$ cat src/rtl/census_hamming_wta.sv
// rtl/census_hamming_wta.sv - census Hamming cost pipeline with winner-take-all disparity tracking
// Optional second-best cost tracking and op 6 READ_SECOND: define CENSUS_WTA_SECOND_BEST_EN.
module census_hamming_wta #(
    parameter int MAX_DISP = 64,
    parameter int CODE_W   = 32
) (
    input  logic        clk,
    input  logic        reset,
    input  logic        clk_en,
    input  logic [3:0]  op,
    input  logic [31:0] a,
    input  logic [31:0] b,
    output logic [31:0] r
);
    localparam logic [3:0] OP_LOAD_REF   = 4'd1;
    localparam logic [3:0] OP_MATCH      = 4'd2;
    localparam logic [3:0] OP_READ_BEST  = 4'd3;
    localparam logic [3:0] OP_READ_LAST  = 4'd4;
    localparam logic [3:0] OP_CLEAR      = 4'd5;
`ifdef CENSUS_WTA_SECOND_BEST_EN
    localparam logic [3:0] OP_READ_SECOND = 4'd6;
`endif
    localparam logic [8:0] LP_MAX_DISP = 9'(MAX_DISP);
    localparam logic [5:0] LP_NO_COST  = 6'h3F;

    function automatic logic [5:0] popcnt(input logic [CODE_W-1:0] x);
        logic [5:0] cnt;
        cnt = 6'd0;
        for (int i = 0; i < CODE_W; i++) begin
            cnt += {5'd0, x[i]};
        end
        return cnt;
    endfunction

    logic [CODE_W-1:0] r_ref;
    logic [CODE_W-1:0] r_s1_xa;
    logic [CODE_W-1:0] r_s1_xb;
    logic [7:0]        r_s1_disp;
    logic              r_s1_valid;
    logic              r_s2_valid;
    logic [5:0]        r_best_cost;
    logic [7:0]        r_best_disp;
    logic [7:0]        r_disp_cnt;
    logic              r_ovf;
    logic [5:0]        r_last_a;
    logic [5:0]        r_last_b;

    logic [5:0]        w_cost_a;
    logic [5:0]        w_cost_b;
    logic              w_a_wins;
    logic              w_b_wins;
    logic [5:0]        w_best_mid;
    logic [5:0]        w_best_next;
    logic [7:0]        w_disp_next;
    logic              w_room;
    logic              w_empty;

    // A is compared first so ties always resolve toward the lower disparity.
    assign w_cost_a    = popcnt(r_s1_xa);
    assign w_cost_b    = popcnt(r_s1_xb);
    assign w_a_wins    = w_cost_a < r_best_cost;
    assign w_best_mid  = w_a_wins ? w_cost_a : r_best_cost;
    assign w_b_wins    = w_cost_b < w_best_mid;
    assign w_best_next = w_b_wins ? w_cost_b : w_best_mid;
    assign w_disp_next = w_b_wins ? (r_s1_disp + 8'd1) : (w_a_wins ? r_s1_disp : r_best_disp);
    assign w_room      = ({1'b0, r_disp_cnt} + 9'd2) <= LP_MAX_DISP;
    assign w_empty     = !r_s1_valid && !r_s2_valid;

`ifdef CENSUS_WTA_SECOND_BEST_EN
    logic [5:0] r_second_cost;
    logic [5:0] w_second_mid;
    logic [5:0] w_second_next;

    // A displaced best becomes second; a losing candidate may still beat second.
    assign w_second_mid  = w_a_wins ? r_best_cost :
                           ((w_cost_a < r_second_cost) ? w_cost_a : r_second_cost);
    assign w_second_next = w_b_wins ? w_best_mid :
                           ((w_cost_b < w_second_mid) ? w_cost_b : w_second_mid);
`endif

    always_ff @(posedge clk or negedge reset) begin
        if (!reset) begin
            r           <= 32'd0;
            r_ref       <= '0;
            r_s1_xa     <= '0;
            r_s1_xb     <= '0;
            r_s1_disp   <= 8'd0;
            r_s1_valid  <= 1'b0;
            r_s2_valid  <= 1'b0;
            r_best_cost <= LP_NO_COST;
            r_best_disp <= 8'd0;
            r_disp_cnt  <= 8'd0;
            r_ovf       <= 1'b0;
            r_last_a    <= 6'd0;
            r_last_b    <= 6'd0;
`ifdef CENSUS_WTA_SECOND_BEST_EN
            r_second_cost <= LP_NO_COST;
`endif
        end else if (clk_en) begin
            r_s1_valid <= 1'b0;
            r_s2_valid <= r_s1_valid;
            if (r_s1_valid) begin
                r_best_cost <= w_best_next;
                r_best_disp <= w_disp_next;
                r_last_a    <= w_cost_a;
                r_last_b    <= w_cost_b;
`ifdef CENSUS_WTA_SECOND_BEST_EN
                r_second_cost <= w_second_next;
`endif
            end

            // Op effects are written after the retire so a flush overrides it.
            case (op)
                OP_LOAD_REF: begin
                    r           <= 32'd0;
                    r_ref       <= a[CODE_W-1:0];
                    r_s1_valid  <= 1'b0;
                    r_s2_valid  <= 1'b0;
                    r_best_cost <= LP_NO_COST;
                    r_best_disp <= 8'd0;
                    r_disp_cnt  <= 8'd0;
                    r_ovf       <= 1'b0;
                    r_last_a    <= 6'd0;
                    r_last_b    <= 6'd0;
`ifdef CENSUS_WTA_SECOND_BEST_EN
                    r_second_cost <= LP_NO_COST;
`endif
                end
                OP_MATCH: begin
                    if (w_room) begin
                        r_s1_xa    <= a[CODE_W-1:0] ^ r_ref;
                        r_s1_xb    <= b[CODE_W-1:0] ^ r_ref;
                        r_s1_disp  <= r_disp_cnt;
                        r_s1_valid <= 1'b1;
                        r_disp_cnt <= r_disp_cnt + 8'd2;
                    end else begin
                        r_ovf <= 1'b1;
                    end
                end
                OP_READ_BEST: begin
                    r <= {w_empty, r_ovf, 6'b0, r_disp_cnt, r_best_disp, 2'b0, r_best_cost};
                end
                OP_READ_LAST: begin
                    r <= {10'b0, r_last_b, 10'b0, r_last_a};
                end
                OP_CLEAR: begin
                    r           <= 32'd0;
                    r_ref       <= '0;
                    r_s1_valid  <= 1'b0;
                    r_s2_valid  <= 1'b0;
                    r_best_cost <= LP_NO_COST;
                    r_best_disp <= 8'd0;
                    r_disp_cnt  <= 8'd0;
                    r_ovf       <= 1'b0;
                    r_last_a    <= 6'd0;
                    r_last_b    <= 6'd0;
`ifdef CENSUS_WTA_SECOND_BEST_EN
                    r_second_cost <= LP_NO_COST;
`endif
                end
`ifdef CENSUS_WTA_SECOND_BEST_EN
                OP_READ_SECOND: begin
                    r <= {26'b0, r_second_cost};
                end
`endif
                default: begin
                end
            endcase
        end
    end
endmodule

$ cat config.mk
export PLATFORM = sky130hd
export DESIGN_NAME = census_hamming_wta
export DESIGN_NICKNAME = d
export VERILOG_FILES = /design/src/rtl/census_hamming_wta.sv
export SDC_FILE = /design/constraint.sdc
export NUM_CORES = 1
export LEC_CHECK = 0
export CORE_MARGIN = 2
export CORE_UTILIZATION = 30
export CTS_BUF_LIST = sky130_fd_sc_hd__clkbuf_8
export DETAILED_ROUTE_END_ITERATION = 10
export DONT_BUFFER_PORTS = 1
export PLACE_DENSITY_LB_ADDON = 0.08
export SYNTH_ARGS = -nofsm -noshare
export SYNTH_HDL_FRONTEND = slang
export SYNTH_SLANG_ARGS = --single-unit
$ cat constraint.sdc
create_clock -name clk -period 12.49 [get_ports clk]
set_input_delay 1.8735 -clock clk [delete_from_list [all_inputs] [get_ports clk]]
set_output_delay 1.8735 -clock clk [all_outputs]
set_load 0.03 [all_outputs]
Word level (Yosys, flattened, before mapping)
Index checks and enable logic that the tools add are counted. W data, S select, Z words.

Word-level logic and storage cells: 127. Memory bits (read-only): 0. Bits of input ports: 71. Latch bits: 0. Bits in writable memories: 0. Flip-flop bits (word level): 173. Memories: 0.

Div/mod/pow operators: 0. Shift-type cells: 0. Order comparisons: 3. Multiplexer cells: 21. Reduce and logical (&&, ||, !) cells: 16. Bitwise operators: 2. Add/sub/neg operators: 65. Equal/unequal tests: 7. $mul: 0.

Operators with widths (number): $add A6 B1 Y6 (52); $pmux W32 S3 (1); $pmux W32 S2 (1); $xor A32 B32 Y32 (2); $mux W6 (8); $mux W8 (5); $pmux W8 S2 (1); $add A5 B1 Y6 (2); $lt A6 B6 Y1 (2); $reduce_and A3 Y1 (4); $add A4 B1 Y5 (2); $add A8 B2 Y9 const B (1); $le A9 B7 Y1 const B (1); $add A3 B1 Y4 (2); $add A8 B1 Y8 const B (1); $add A8 B2 Y8 const B (1); $eq A4 B2 Y1 const B (2); $eq A4 B3 Y1 const B (2); $add A2 B1 Y3 (2); $reduce_and A2 Y1 (3); $reduce_bool A2 Y1 (3); $reduce_bool A3 Y1 (2); $add A1 B1 Y2 (2); $eq A4 B1 Y1 const B (1); 6 further kinds (11).

Depth between registers and ports, before layout
Gate-level depths: netlist (run 1).

Depth after elaboration: 37. Mapped depth: 27. Mapped depth without buffers: 27.

Least setup slack after synthesis (run 1)
OpenSTA, ideal clock, no wires.

Kind: reg2reg. Start: register r_s1_xa[17]. End: register r_best_cost[2]. Period minus slack after synthesis: 7163 ps. Slack: 5327 ps. Buffers on the path: 0. Setup time: 82 ps. Arrival time: 7081 ps. Cell stages (with the launch flop): 28. Cells stage by stage: dfrtp_1 fa_1 inv_1 fa_1 fa_1 fa_1 fa_1 fa_1 inv_1 ha_1 inv_1 fa_1 nand2b_1 a21oi_1 xor2_1 ha_1 nand2_1 o21ai_0 a21oi_2 mux2_2 inv_1 ha_1 a211oi_1 nor2_1 nor3_1 a211oi_2 mux2_2 a22oi_1.

Longest elaborated chain between the ends: 21.

RTL lines: start, declared (RTL line 36) `logic [CODE_W-1:0] r_s1_xa;`; start signal, assigned (RTL line 131) `r_s1_xa <= a[CODE_W-1:0] ^ r_ref;`; $add A6 B1 Y6 (*) (15 in series) (RTL line 30) `cnt += {5'd0, x[i]};`; $lt A6 B6 Y1 (RTL line 61) `assign w_a_wins = w_cost_a < r_best_cost;`; $mux W6 (*) (RTL line 62) `assign w_best_mid = w_a_wins ? w_cost_a : r_best_cost;`; $lt A6 B6 Y1 (RTL line 63) `assign w_b_wins = w_cost_b < w_best_mid;`; $mux W6 (*) (RTL line 64) `assign w_best_next = w_b_wins ? w_cost_b : w_best_mid;`; $mux W6 (*) (RTL line 102) `if (r_s1_valid) begin`; $mux W6 (*) (RTL line 113) `case (op)`; end signal, assigned (RTL line 103) `r_best_cost <= w_best_next;`; end, declared (RTL line 41) `logic [5:0] r_best_cost;`.

Mark *: on every way between the ends. The rest lies on a longest branch, timed or not. The select of a mux whose other input is x is not followed. A chain may end at the register's enable or synchronous reset.

Final worst setup path (run 1)
Start: register r_s1_xa[13]. End: register r_best_disp[7].

Longest elaborated chain between the ends: 25.

RTL lines: $add A6 B1 Y6 (*) (19 in series) (RTL line 30); $lt A6 B6 Y1 (RTL line 61); $mux W6 (RTL line 62); $lt A6 B6 Y1 (RTL line 63); $mux W8 (RTL line 65) `assign w_disp_next = w_b_wins ? (r_s1_disp + 8'd1) : (w_a_wins ? r_s1_disp : r_best_disp);`; $mux W8 (RTL line 102); $mux W8 (RTL line 113); end signal, assigned (RTL line 104) `r_best_disp <= w_disp_next;`; end, declared (RTL line 42) `logic [7:0] r_best_disp;`.

Marks and branches as above.

==> results_dict.tcl, run 1 <==
set metrics [dict create \
    syn2layout_area_growth_pct 7.943 \
    multiInputGateArea_um2 4270 \
    slew_violations 0 \
    grt_setup_unrepaired "false" \
    crit_path_max_fanout 7 \
    portBuffers 0 \
    layout_commonest_cell "dfrtp_1" \
    skew_ns 0.02346 \
    synth_cell_types 48 \
    fillers 3005 \
    final_cell_mix "157 x dfrtp_1, 96 x nand2_1, 90 x inv_1" \
    start_util 0.3027 \
    ys_seq_area_frac 0.4592 \
    synth_area_um2 8900 \
    crit_type "reg2reg" \
    core_um2 29400 \
    worstHoldStart "r_last_b[2]$_DFFE_PN0P_" \
    design.die.area_um2 31060 \
    cts_tree "done" \
    max_cap_violations 0 \
    min_period_ns 7.884 \
    drc 0 \
    arrival_ns 8.27 \
    avgViaCountPerCell 4.553 \
    tightestPinTransition_ns 1.016 \
    critPathRequiredTime_ns 12.88 \
    period_share 0.6312 \
    synthFlopType "dfrtp_1" \
    grt_pass1_wl_mm 34.00 \
    cts_buffers 17 \
    cts.repair.resized 0 \
    cts_num_sinks 163 \
    finalHoldViolCount 0 \
    setup_viol 0 \
    clock_path_buffers 2 \
    postLayoutCellArea_um2 9607 \
    rr_startpoint "r_s1_xa[13]$_DFFE_PN0P_" \
    routed_wl_mm 21.27 \
    io_pins 103 \
    synth_area_leader_cell "dfrtp_1" \
    grt_start_max_net_pins 164 \
    initialDrtViolationCount 237 \
    critPathLaunchType "flip-flop" \
    ys_warn_count 0 \
    wl_per_cell_um 17.00 \
    die_w_um 176.2 \
    detail_route.first_pass.iterations 4 \
    vias 5696 \
    grt_use_total 0.1436 \
    async_reset_ff_frac 1.000 \
    ys_seq_elements 163 \
    critPathCaptureType "flip-flop" \
    grt_overflow_total 0 \
    root_buffer "clkbuf_8" \
    die_y_um 176.2 \
    synth_top_family_by_area "adder cells" \
    postCtsHoldBufs 0 \
    yosys.area_share.simple 0.1038 \
    dp_hpwl_mm 15.54 \
    outcome "complete, no violations" \
    fin_setup_tns_ns 0 \
    placed_area_um2 9213 \
    synthesis.instances 862 \
    synth_compound_area_frac 0.1351 \
    antenna_found_initial 0 \
    muxShareOfSynthArea 0.02460 \
    synth_top_area_share 0.4414 \
    crit_start "r_s1_xa[13]$_DFFE_PN0P_" \
    yosys.area_share.xor_xnor 0.06889 \
    nets 991 \
    clock_latency_ns 0.46 \
    final_layout_size_suffix_gt1_frac 0.07326 \
    cts_setup_buffers 0 \
    fmax_ghz 0.1268 \
    max_slew_margin 0.3210 \
    synth_edf_count 0 \
    synthAdderAreaFrac 0.1431 \
    regArea_um2 4086 \
    grt_pass1_vias 6128 \
    hold_class "reg2reg" \
    gp_congestion 0.8516 \
    row_count 63 \
    path_clk_slew_ns 0.10 \
    syn_area_per_cell_um2 10.32 \
    final_antenna_net_count 0 \
    final_core_util 0.3267 \
    cts_max_level 4 \
    yosys-top-cells-area "dfrtp_1 44%, fa_1 11%, o21ai_0 4.9%" \
]
## critical path, stage by stage (launching register included)
cell      delay, ns
dfrtp_1        0.38
inv_1          0.10
fa_1           0.46
fa_1           0.54
fa_1           0.44
fa_1           0.50
fa_1           0.54
fa_1           0.41
inv_1          0.07
ha_1           0.15
inv_1          0.05
fa_1           0.39
nand2b_1       0.17
a21oi_1        0.16
xor2_1         0.29
ha_1           0.29
nand2_1        0.07
o21ai_0        0.16
a21oi_2        0.37
mux2_2         0.40
inv_1          0.06
ha_1           0.23
a211oi_1       0.27
nor2_1         0.12
nor3_1         0.46
nor3_1         0.14
nor2_1         0.37
a22o_1         0.22
## registers in the layout (all words and copies together) (netlist names)
register     flops
r_ref           32
r_s2_valid       1
r_ovf            1
r               24
r_s1_xa         32
r_s1_disp        7
r_last_a         6
r_s1_valid       1
r_last_b         6
r_s1_xb         32
r_best_disp      8
r_disp_cnt       7
r_best_cost      6
## final timing paths
check	end	slack, ns	cells past startpoint
worst max-delay path	r_best_disp[7]$_DFFE_PN0P_	4.61	27
worst min-delay path	r_last_b[2]$_DFFE_PN0P_	0.49	2
worst max register to register	r_best_disp[7]$_DFFE_PN0P_	4.61	27
worst min register to register	r_last_b[2]$_DFFE_PN0P_	0.49	2
max in group asynchronous	r_s1_xb[5]$_DFFE_PN0P_	11.04	0
min in group asynchronous	r_disp_cnt[3]$_DFFE_PN0P_	1.10	0
## logic make-up after synthesis
| logic type | count (synthesis) |
|---|---|
| other cells | 1 |
| buf+inv | 134 |
| xor+xnor | 70 |
| mux | 20 |
| fa+ha+maj | 73 |
| flops | 163 |
| compound gates | 195 |
| simple gates | 206 |
## cell usage after synthesis (2+ instances only)
cell type	instances
dfrtp_1	157
nand2_1	97
inv_1	88
o21ai_0	88
nor2_1	49
fa_1	48
xor2_1	38
a21oi_1	37
nand2b_1	35
xnor2_1	32
a22o_1	30
ha_1	25
clkbuf_1	19
a22oi_1	16
buf_4	14
mux2_2	14
buf_2	12
a21o_1	7
dfstp_2	6
mux2i_1	5
nand3_1	5
nor3_1	5
and3_1	4
a211oi_1	2
and2_1	2
nand4_1	2
o211ai_1	2
o21a_1	2
o21ai_1	2
## metal layers
metal  vias to the layer above  GRT usage  wire length [um]  share of wire
met3                        12    0.03898              1000          0.047
li1                       2776          -                 -              -
met1                      2786     0.1751              9296           0.44
met5                         -          0                 0              0
met2                       122     0.2502             10720           0.50
met4                         0    0.03822               245          0.012
## per-stage QoR
stage / setup slack, ns / hold slack [ns] / std cells
finish: 4.606 / 0.4901 / 1251
global route: 4.160 / 0.5186 / 1250
CTS: 4.613 / 0.4919 / 1250
detailed placement: 4.645 / 0.4715 / 1218
global placement: 4.868 / 0.4636 / 1218
floorplan: 5.327 / 0.4502 / 869
## layout make-up
type	instances	area share
repair buffers	5	0.003907
inverters	88	0.03438
well taps	390	0.05079
clock inverters	15	0.01641
diodes	1	0.0002605
flip-flops and latches	163	0.4254
clock buffers	17	0.02436
multi-input cells	572	0.4445
Power of run 1 is left out: the tool's default activity adds up to more than one toggle a clock period on the data nets, which glitch-free logic cannot reach.
==> run 2, diff against run 1 <==
==> constraint.sdc (replaced) <==
create_clock -name clk -period 8.1 [get_ports clk]
set_input_delay 1.215 -clock clk [delete_from_list [all_inputs] [get_ports clk]]
set_output_delay 1.215 -clock clk [all_outputs]
set_load 0.03 [all_outputs]
==> run 2 against run 1 <==
Non-clock buffer count up 2. Routed wire length increased by 0.31%. Via count about the same. Register-to-register slack got worse by 4.3 ns. Cell count hardly changed. Setup slack lost 4.3 ns. First-iteration DRC count increased by 22%. Critical path depth unchanged. Die area unchanged. Global-route usage increased by 0.054 points. Core utilization up 0.094 points. Clock-buffer cell count is the same. Critical path type unchanged.
==> results_dict.tcl, run 2 (synthesis results as in run 1) <==
set metrics [dict create \
    outcome "complete, no violations" \
    skew_ns 0.02200 \
    critPathRequiredTime_ns 8.44 \
    grt_pass1_vias 6143 \
    r2r_cells 27 \
    critPathLaunchType "flip-flop" \
    final_antenna_net_count 0 \
    fin_setup_tns_ns 0 \
    met2WireLength_mm 10.66 \
    start_util 0.3027 \
    dp_hpwl_mm 15.57 \
    crit_type "reg2reg" \
    routed_wl_mm 21.33 \
    detail_route.first_pass.iterations 4 \
    cts_tree "done" \
    setup_viol 0 \
    design.die.area_um2 31060 \
    grt_setup_unrepaired "false" \
    nets 993 \
    max_slew_margin 0.3243 \
    grt_pass1_wl_mm 34.31 \
    grt_overflow_total 0 \
    r2r_slack_ns 0.35 \
    wl_met1_mm 9.298 \
    gp_congestion 0.8516 \
    vias 5701 \
    antenna_found_initial 0 \
    cts_buffers 17 \
    fmax_ghz 0.1291 \
    dr_wl_met3_mm 1.024 \
    arrival_ns 8.09 \
    row_count 63 \
    r2r_end "r_best_disp[4]$_DFFE_PN0P_" \
    final_layout_size_suffix_gt1_frac 0.07773 \
    cts_max_level 4 \
    place_inst 1218 \
    crit_start "r_s1_xa[17]$_DFFE_PN0P_" \
    core_um2 29400 \
    clock_path_buffers 2 \
    cts_num_sinks 163 \
    syn2layout_area_growth_pct 8.252 \
    die_w_um 176.2 \
    clock_latency_ns 0.46 \
    grt_start_max_net_pins 164 \
    wl_per_cell_um 17.04 \
    final_cell_mix "157 x dfrtp_1, 96 x nand2_1, 90 x inv_1" \
    path_clk_slew_ns 0.10 \
    initialDrtViolationCount 288 \
    root_buffer "clkbuf_8" \
    postLayoutCellArea_um2 9634 \
    slew_violations 0 \
    portBuffers 0 \
    io_pins 103 \
    layout_commonest_cell "dfrtp_1" \
    placed_area_um2 9213 \
    avgViaCountPerCell 4.554 \
    top_regs "r_ref x32, r_s1_xa x32, r_s1_xb x32" \
    min_period_ns 7.746 \
    routed.top_layer "met4" \
    drc 0 \
    max_cap_violations 0 \
    rr_startpoint "r_s1_xa[17]$_DFFE_PN0P_" \
    period_share 0.9564 \
    antenna_cells 0 \
    finalHoldViolCount 0 \
    crit_path_max_fanout 8 \
    hold_class "in2async" \
    tightestPinTransition_ns 1.011 \
    critPathCaptureType "flip-flop" \
    die_y_um 176.2 \
    grt_use_total 0.1441 \
    final_cells 1252 \
]
## run 2: worst max-delay path by stage
stage | depth (start not counted) | end | slack [ns]
after CTS | 27 | r_best_disp[4]$_DFFE_PN0P_ | 0.22
after floorplan | 27 | r_best_cost[2]$_DFFE_PN1P_ | 0.94
after detailed placement | 27 | r_best_disp[5]$_DFFE_PN0P_ | 0.25
final | 27 | r_best_disp[4]$_DFFE_PN0P_ | 0.35
after global routing | 27 | r_best_disp[6]$_DFFE_PN0P_ | 0.03
after global placement | 27 | r_best_disp[3]$_DFFE_PN0P_ | 0.48
## run 2: repair_timing
action | 4_1_cts | 5_1_grt
hold buffers | 0 | 0
setup buffers | 0 | 2
endpoints found under the hold margin | 0 | 0
gates resized for setup | 0 | 3
setup endpoints to repair | 0 | 12
## run 2: layout make-up
| class | count | area (um^2) |
|---|---|---|
| fillers | 2992 | 19770 |
| multi-input cells | 572 | 4285 |
| flip-flops and latches | 163 | 4086 |
| well taps | 390 | 488.0 |
| inverters | 88 | 330.3 |
| clock buffers | 17 | 234.0 |
| clock inverters | 15 | 157.7 |
| repair buffers | 7 | 52.55 |
## run 2: critical path: stages, from the launching register on
cell	delay [ns]
dfrtp_1	0.41
fa_1	0.54
inv_1	0.05
fa_1	0.52
fa_1	0.44
fa_1	0.47
fa_1	0.54
fa_1	0.41
inv_1	0.07
ha_1	0.15
inv_1	0.05
fa_1	0.39
nand2b_1	0.16
a21oi_1	0.16
xor2_1	0.28
ha_1	0.29
nand2_1	0.08
o21ai_0	0.16
a21oi_2	0.25
mux2_2	0.38
inv_1	0.06
ha_1	0.23
a211oi_1	0.29
nor2_1	0.15
nor3b_1	0.42
nor3_1	0.17
a21o_1	0.30
a22o_1	0.21
## run 2: routing by layer
| metal | up-vias | global-route usage |
|---|---|---|
| li1 | 2781 | - |
| met1 | 2779 | 0.1764 |
| met2 | 121 | 0.2523 |
| met3 | 20 | 0.03618 |
| met4 | 0 | 0.03891 |
| met5 | - | 0 |
## run 2: through the flow
stage | worst slack (ns) | util | hold WS [ns]
2_1_floorplan | 0.9371 | - | 0.4502
3_3_place_gp | 0.4785 | 0.3133 | 0.4636
3_5_place_dp | 0.2520 | 0.3133 | 0.4713
4_1_cts | 0.2204 | 0.3267 | 0.3976
5_1_grt | 0.02627 | 0.3277 | 0.3916
6_report | 0.3536 | 0.3277 | 0.4330
Power of run 2 is left out for the same reason.
